===== config.mk =====
export PLATFORM = sky130hd
export DESIGN_NAME = bcd_countdown_timer
export DESIGN_NICKNAME = d
export VERILOG_FILES = /design/src/rtl/seg7_pkg.sv /design/src/rtl/bcd_countdown_timer_btn_pulse.sv /design/src/rtl/bcd_countdown_timer.sv
export SDC_FILE = /design/constraint.sdc
export NUM_CORES = 1
export LEC_CHECK = 0
export ABC_AREA = 0
export ABC_CLOCK_PERIOD_IN_PS = 3000
export BUFFER_PORTS_ARGS = -buffer_cell sky130_fd_sc_hd__buf_4
export CAP_MARGIN = 40
export CORE_ASPECT_RATIO = 0.75
export CORE_MARGIN = 2
export CORE_UTILIZATION = 40
export DETAILED_ROUTE_END_ITERATION = 8
export PLACE_DENSITY_LB_ADDON = 0.1
export SLEW_MARGIN = 30
export SYNTH_ARGS = -nofsm -noshare
export SYNTH_HDL_FRONTEND = slang
export SYNTH_SLANG_ARGS = --single-unit

===== constraint.sdc =====
create_clock -name clk -period 3 [get_ports clk]
set_input_delay 0.45 -clock clk [delete_from_list [all_inputs] [get_ports clk]]
set_output_delay 0.45 -clock clk [all_outputs]
set_load 0.02 [all_outputs]

===== src/rtl/seg7_pkg.sv =====
// Shared 7-segment constants, BCD-to-segment decode and button debounce state encoding.
// Segments are active-low, bit order g..a.
package seg7_pkg;

    localparam logic [6:0] SEG_BLANK = 7'h7f;
    localparam logic [6:0] SEG_0     = 7'h40;
    localparam logic [6:0] SEG_1     = 7'h79;
    localparam logic [6:0] SEG_2     = 7'h24;
    localparam logic [6:0] SEG_3     = 7'h30;
    localparam logic [6:0] SEG_4     = 7'h19;
    localparam logic [6:0] SEG_5     = 7'h12;
    localparam logic [6:0] SEG_6     = 7'h02;
    localparam logic [6:0] SEG_7     = 7'h78;
    localparam logic [6:0] SEG_8     = 7'h00;
    localparam logic [6:0] SEG_9     = 7'h10;

    typedef enum logic [1:0] {
        IDLE = 2'd0,
        ARM  = 2'd1,
        FIRE = 2'd2,
        HOLD = 2'd3
    } btn_state_e;

    function automatic logic [6:0] bcd_to_seg(input logic [3:0] d);
        case (d)
            4'd0:    return SEG_0;
            4'd1:    return SEG_1;
            4'd2:    return SEG_2;
            4'd3:    return SEG_3;
            4'd4:    return SEG_4;
            4'd5:    return SEG_5;
            4'd6:    return SEG_6;
            4'd7:    return SEG_7;
            4'd8:    return SEG_8;
            4'd9:    return SEG_9;
            default: return SEG_BLANK;
        endcase
    endfunction

endpackage


===== src/rtl/bcd_countdown_timer_btn_pulse.sv =====
// Active-low button -> 2-FF synchroniser -> debounce FSM -> single-cycle pulse.
// Pulse appears 2 + DEBOUNCE_CYC cycles after the press reaches the input; holding never repeats.
module btn_pulse
    import seg7_pkg::*;
#(
    parameter int DEBOUNCE_CYC = 3
) (
    input  logic clk,
    input  logic rst_n,
    input  logic btn_n_i,
    output logic pulse_o
);

    localparam int              CW       = $clog2(DEBOUNCE_CYC + 1);
    localparam logic [CW-1:0]   CNT_ONE  = CW'(1);
    localparam logic [CW-1:0]   CNT_DONE = CW'(DEBOUNCE_CYC);

    logic [1:0]    sync_q;
    btn_state_e    state_q, state_d;
    logic [CW-1:0] cnt_q, cnt_d;
    logic          pressed;

    assign pressed = ~sync_q[1];

    always_ff @(posedge clk or negedge rst_n) begin
        if (!rst_n) begin
            sync_q  <= 2'b11;
            state_q <= IDLE;
            cnt_q   <= '0;
        end else begin
            sync_q  <= {sync_q[0], btn_n_i};
            state_q <= state_d;
            cnt_q   <= cnt_d;
        end
    end

    always_comb begin
        state_d = state_q;
        cnt_d   = cnt_q;
        pulse_o = 1'b0;
        unique case (state_q)
            IDLE: begin
                if (pressed) begin
                    cnt_d   = CNT_ONE;
                    state_d = (CNT_ONE == CNT_DONE) ? FIRE : ARM;
                end
            end
            ARM: begin
                if (!pressed) begin
                    state_d = IDLE;
                end else if (cnt_q + CNT_ONE == CNT_DONE) begin
                    state_d = FIRE;
                end else begin
                    cnt_d = cnt_q + CNT_ONE;
                end
            end
            FIRE: begin
                pulse_o = 1'b1;
                state_d = HOLD;
            end
            HOLD: begin
                if (!pressed) state_d = IDLE;
            end
            default: state_d = IDLE;
        endcase
    end

endmodule


===== src/rtl/bcd_countdown_timer.sv =====
// N-digit BCD countdown with self-generated tick, reload-on-expiry, debounced +/- buttons, registered 7-seg.
// count_bcd_o is registered; hex_o lags it by one cycle. Optional LEADING_ZERO_BLANK_EN blanks leading zero digits.
module bcd_countdown_timer
    import seg7_pkg::*;
#(
    parameter int NUM_DIGITS   = 2,
    parameter int PERIOD       = 20,
    parameter int TICK_DIV     = 16000000,
    parameter int DEBOUNCE_CYC = 3
) (
    input  logic                    clk,
    input  logic                    rst_n,
    input  logic                    pause_i,
    input  logic                    count_up_i,
    input  logic                    count_dn_i,
    output logic [7*NUM_DIGITS-1:0] hex_o,
    output logic [4*NUM_DIGITS-1:0] count_bcd_o,
    output logic                    expire_o
);

    localparam int CW = 4 * NUM_DIGITS;
    localparam int DW = $clog2(TICK_DIV);

    function automatic logic [CW-1:0] to_bcd(input int v);
        logic [CW-1:0] r;
        int            t;
        r = '0;
        t = v;
        for (int i = 0; i < NUM_DIGITS; i++) begin
            r[4*i +: 4] = 4'(t % 10);
            t           = t / 10;
        end
        return r;
    endfunction

    function automatic logic [CW-1:0] bcd_dec(input logic [CW-1:0] v);
        logic [CW-1:0] r;
        logic          borrow;
        r      = v;
        borrow = 1'b1;
        for (int i = 0; i < NUM_DIGITS; i++) begin
            if (borrow) begin
                if (v[4*i +: 4] == 4'd0) begin
                    r[4*i +: 4] = 4'd9;
                end else begin
                    r[4*i +: 4] = v[4*i +: 4] - 4'd1;
                    borrow      = 1'b0;
                end
            end
        end
        return r;
    endfunction

    function automatic logic [CW-1:0] bcd_inc(input logic [CW-1:0] v);
        logic [CW-1:0] r;
        logic          carry;
        r     = v;
        carry = 1'b1;
        for (int i = 0; i < NUM_DIGITS; i++) begin
            if (carry) begin
                if (v[4*i +: 4] == 4'd9) begin
                    r[4*i +: 4] = 4'd0;
                end else begin
                    r[4*i +: 4] = v[4*i +: 4] + 4'd1;
                    carry       = 1'b0;
                end
            end
        end
        return r;
    endfunction

    localparam logic [CW-1:0] PERIOD_BCD = to_bcd(PERIOD);
    localparam logic [CW-1:0] ALL_NINES  = to_bcd(10**NUM_DIGITS - 1);
    localparam logic [DW-1:0] DIV_LAST   = DW'(TICK_DIV - 1);

    if (NUM_DIGITS < 1 || NUM_DIGITS > 6 || PERIOD < 0 || PERIOD > 10**NUM_DIGITS - 1 ||
        TICK_DIV < 2 || DEBOUNCE_CYC < 1) begin : g_bad_params
        $error("bcd_countdown_timer: parameter out of range");
    end

    logic [DW-1:0]           div_q, div_d;
    logic [CW-1:0]           cnt_q, cnt_d;
    logic                    expire_q, expire_d;
    logic [7*NUM_DIGITS-1:0] hex_q, hex_d;
    logic [CW-1:0]           cnt_tick;
    logic                    tick;
    logic                    up_pulse, dn_pulse;

    btn_pulse #(.DEBOUNCE_CYC(DEBOUNCE_CYC)) u_btn_up (
        .clk     (clk),
        .rst_n   (rst_n),
        .btn_n_i (count_up_i),
        .pulse_o (up_pulse)
    );

    btn_pulse #(.DEBOUNCE_CYC(DEBOUNCE_CYC)) u_btn_dn (
        .clk     (clk),
        .rst_n   (rst_n),
        .btn_n_i (count_dn_i),
        .pulse_o (dn_pulse)
    );

    always_ff @(posedge clk or negedge rst_n) begin
        if (!rst_n) begin
            div_q    <= '0;
            cnt_q    <= PERIOD_BCD;
            expire_q <= 1'b0;
            hex_q    <= {NUM_DIGITS{SEG_BLANK}};
        end else begin
            div_q    <= div_d;
            cnt_q    <= cnt_d;
            expire_q <= expire_d;
            hex_q    <= hex_d;
        end
    end

    // Tick is resolved first; the button adjustment then saturates on the post-tick value.
    always_comb begin
        div_d    = div_q;
        tick     = 1'b0;
        expire_d = 1'b0;
        if (!pause_i) begin
            if (div_q == DIV_LAST) begin
                tick  = 1'b1;
                div_d = '0;
            end else begin
                div_d = div_q + DW'(1);
            end
        end

        cnt_tick = cnt_q;
        if (tick) begin
            if (cnt_q == '0) begin
                cnt_tick = PERIOD_BCD;
                expire_d = 1'b1;
            end else begin
                cnt_tick = bcd_dec(cnt_q);
            end
        end

        cnt_d = cnt_tick;
        if (up_pulse && !dn_pulse && cnt_tick != ALL_NINES) begin
            cnt_d = bcd_inc(cnt_tick);
        end else if (dn_pulse && !up_pulse && cnt_tick != '0) begin
            cnt_d = bcd_dec(cnt_tick);
        end
    end

    always_comb begin
`ifdef LEADING_ZERO_BLANK_EN
        logic lead;
        lead  = 1'b1;
        hex_d = {NUM_DIGITS{SEG_BLANK}};
        for (int i = NUM_DIGITS - 1; i >= 0; i--) begin
            if (cnt_q[4*i +: 4] != 4'd0 || i == 0) lead = 1'b0;
            hex_d[7*i +: 7] = lead ? SEG_BLANK : bcd_to_seg(cnt_q[4*i +: 4]);
        end
`else
        hex_d = {NUM_DIGITS{SEG_BLANK}};
        for (int i = 0; i < NUM_DIGITS; i++) begin
            hex_d[7*i +: 7] = bcd_to_seg(cnt_q[4*i +: 4]);
        end
`endif
    end

    assign count_bcd_o = cnt_q;
    assign expire_o    = expire_q;
    assign hex_o       = hex_q;

endmodule


==> impl_metrics.yaml <==
outcome:
  outcome: "finished clean"
placement:
  detailed_place.area_mm2: 0.00393
  finalWeightedCongestion: 0.861
  port-buffer-count: 27
  hpwlAfterDp_um: 5610
  placed_cells: 527
sta:
  finalHoldViolCount: 0
  finalWorstPathRequiredPeriod_ns: 2.95
  grt_setup_unrepaired: "true"
  skew_ns: 0.00510
  worst_pin_slew_ns: 0.516
  fmax_mhz: 338
  setup_viol: 0
  max-slew-margin-rel_pct: 65.4
  final.setup.tns_ns: 0
  final.period_utilization_pct: 98.5
  slew_viol_final: 0
clocking:
  worstSkewPairLatency_ns: 0.33
  cts_max_level: 3
  cts-buffers-inserted: 9
  clock_tree_from_tritoncts: "done"
  clock_tree_buf_depth: 2
  root_buffer: "sky130_fd_sc_hd__clkbuf_16"
  tritoncts_num_sinks: 59
  cts.reportedPaths.clkPinSlew_ns: 0.05
  cts.hold.buffers_added: 0
synth:
  postSynthAreaPerCell_um2: 9.16
  number_of_unique_standard_cell_types_used_by_synthesis: 58
  synth_top_area_cell: "sky130_fd_sc_hd__dfrtp_1"
  share_of_the_synthesized_area_in_the_top_cell_type_pct: 29.5
  ys_async_sr_fraction_pct: 100
  seq_area_frac_synth_pct: 44.1
  synth_cells: 371
  synth_flop_cell: "sky130_fd_sc_hd__dfrtp_1"
  syn_nets: 389
  ys_ff_latch: 59
  post_synth_main_area_contributors: "sky130_fd_sc_hd__dfrtp_1, sky130_fd_sc_hd__dfstp_2, sky130_fd_sc_hd__ha_1, sky130_fd_sc_hd__nor2_1, sky130_fd_sc_hd__a21oi_1"
  synth_area_mm2: 0.00340
  synth_edf_count: 0
  yosysWarningCount: 0
pwr:
  p_leak_nw: 1.94
  ir_worst_vdd_uv: 521
  power_density_mw_per_mm2: 809
layout:
  drive_above_1_share_pct: 27.7
  layout.cells.most_common: "sky130_fd_sc_hd__buf_4"
  final-instance-count-excl-fill: 545
  commonest_cells_after_routing_fill_and_taps_aside: "sky130_fd_sc_hd__buf_4, sky130_fd_sc_hd__nor2_1, sky130_fd_sc_hd__dfrtp_1"
  num_antenna_cells: 0
  net_count_final: 450
  layout-area-overhead-vs-synth_pct: 27.2
  final_area_mm2: 0.00432
flow_run:
  max_cap_violations: 0
critical_path:
  crit_path_end_kind: "register"
  timing.critical_path.from_type: "register"
  regToRegSetupSlack_ns: 0.05
  worst-setup-path-type: "reg -> reg"
  cp.arrival_ns: 3.21
  critPathMaxFanout: 5
  critPathRequiredTime_ns: 3.26
route:
  drt-wirelength-per-cell_um: 14.9
  drt-vias-per-instance: 5.47
  number_of_detailed_route_iterations_in_the_first_pass: 4
  final_antenna_net_count: 0
  via_count: 2980
  finalWirelength_um: 8120
  detail_route.drc_violations: 0
  drtIter0Drc: 113
floorplan:
  dieHeight_um: 83.8
  pin_count: 28
  site_rows: 29
  core_mm2: 0.00835
  die_area_mm2: 0.00926
  die_width_um: 110
  initial_utilization_pct: 40.7
global_route:
  grt_antenna_before_repair: 0
  grt_start_max_net_pins: 60
  global_route.overflow_total: 0
  grt_pass1_wl_um: 13900
  track_usage_pct: 18.6
  vias_in_the_first_global_route: 2733
hold_path:
  path_class_of_the_lowest_slack_min_delay_path: "in -> async"
-- metrics by stage --
stage          util [%]  hold WS [ns]  total power, mW  setup WS (ns)
5_1_grt            51.8        0.0269             3.73        -0.0596
2_1_floorplan         -         0.154             1.97        0.00772
3_5_place_dp       47.1         0.348             2.45         0.0467
3_3_place_gp       47.1         0.346             2.44         0.0891
6_report           51.8       0.00588             3.50         0.0454
4_1_cts            50.7         0.212             3.49         0.0465
-- power by group --
group | internal, mW | total, mW | switching (mW)
sequential | 1.02 | 1.16 | 0.137
combinational | 0.549 | 1.32 | 0.770
clock | 0.660 | 1.02 | 0.360
-- kinds of logic after synthesis --
logic type,share of synthesized area [%]
compound gates,13.9
xor+xnor,5.93
fa+ha+maj,4.79
buf+inv,2.95
flops,44.1
mux,2.47
simple gates,25.8
-- worst paths after layout --
path                                          from            endpoint  cells past startpoint
worst min-delay path                         rst_n      count_bcd_o[2]                      1
worst max-delay path                     div_q[11]      count_bcd_o[5]                      9
worst max register to register           div_q[11]      count_bcd_o[5]                      9
min in group clk                        count_up_i  u_btn_up.sync_q[0]                      1
max in group asynchronous                    rst_n  u_btn_up.sync_q[0]                      2
worst min register to register  u_btn_up.sync_q[0]  u_btn_up.sync_q[1]                      0
-- registers in the layout (all words and copies together), names as in the netlist, named ones only --
name / flops
u_btn_dn.cnt_q: 2
u_btn_up.state_q: 1
div_q: 24
expire_o: 1
count_bcd_o: 8
u_btn_dn.sync_q: 2
u_btn_up.sync_q: 2
hex_o: 14
u_btn_up.cnt_q: 2
u_btn_dn.state_q: 1
-- layout make-up --
class	count	area, um^2
inverter	16	60.1
fill	799	4020
clock inverter	5	52.6
sequential	59	1500
clock buffer	11	243
timing repair buffer	60	463
multi-input combinational	286	1870
tap	108	135
-- Yosys cell counts (3+ instances only) --
master                     count
sky130_fd_sc_hd__a21oi_1      29
sky130_fd_sc_hd__a31oi_1       3
sky130_fd_sc_hd__and3_1        9
sky130_fd_sc_hd__clkbuf_1      8
sky130_fd_sc_hd__dfrtp_1      40
sky130_fd_sc_hd__dfstp_2      19
sky130_fd_sc_hd__ha_1         13
sky130_fd_sc_hd__inv_1        15
sky130_fd_sc_hd__mux2_2        3
sky130_fd_sc_hd__mux2i_1       5
sky130_fd_sc_hd__nand2_1      36
sky130_fd_sc_hd__nand2b_1      7
sky130_fd_sc_hd__nand3_1      13
sky130_fd_sc_hd__nand4_1       9
sky130_fd_sc_hd__nand4b_1      3
sky130_fd_sc_hd__nor2_1       42
sky130_fd_sc_hd__nor3_1        9
sky130_fd_sc_hd__nor4_1        9
sky130_fd_sc_hd__o21ai_0      15
sky130_fd_sc_hd__o21ai_1       6
sky130_fd_sc_hd__o31ai_1       4
sky130_fd_sc_hd__or2_2         3
sky130_fd_sc_hd__or4_1         4
sky130_fd_sc_hd__xnor2_1      11
sky130_fd_sc_hd__xor2_1       12
-- layer usage --
layer  vias to the layer above  GRT usage (%)  part of all wire (%)
met3                        17           5.16                   4.1
met2                        62           25.0                    41
met5                         -              0                     0
met4                         0           7.16                   1.8
li1                       1462              -                     -
met1                      1439           28.1                    53
-- critical path: stages, from the launching register on --
cell and delay [ns]:
sky130_fd_sc_hd__dfrtp_1 0.38, sky130_fd_sc_hd__or4b_4 0.54, sky130_fd_sc_hd__or4_4 0.55, sky130_fd_sc_hd__buf_4 0.17
sky130_fd_sc_hd__o211ai_1 0.25, sky130_fd_sc_hd__o31ai_2 0.13, sky130_fd_sc_hd__o2111ai_2 0.28, sky130_fd_sc_hd__nor2_1 0.13
sky130_fd_sc_hd__o311a_1 0.35, sky130_fd_sc_hd__a21oi_1 0.12
-- what timing repair did --
item                       CTS  global route
setup endpoints to repair    0             8
hold endpoints to repair     0             0
setup buffers                0             1
resized for setup            0            14
Power figures use the tool's default switching activity.
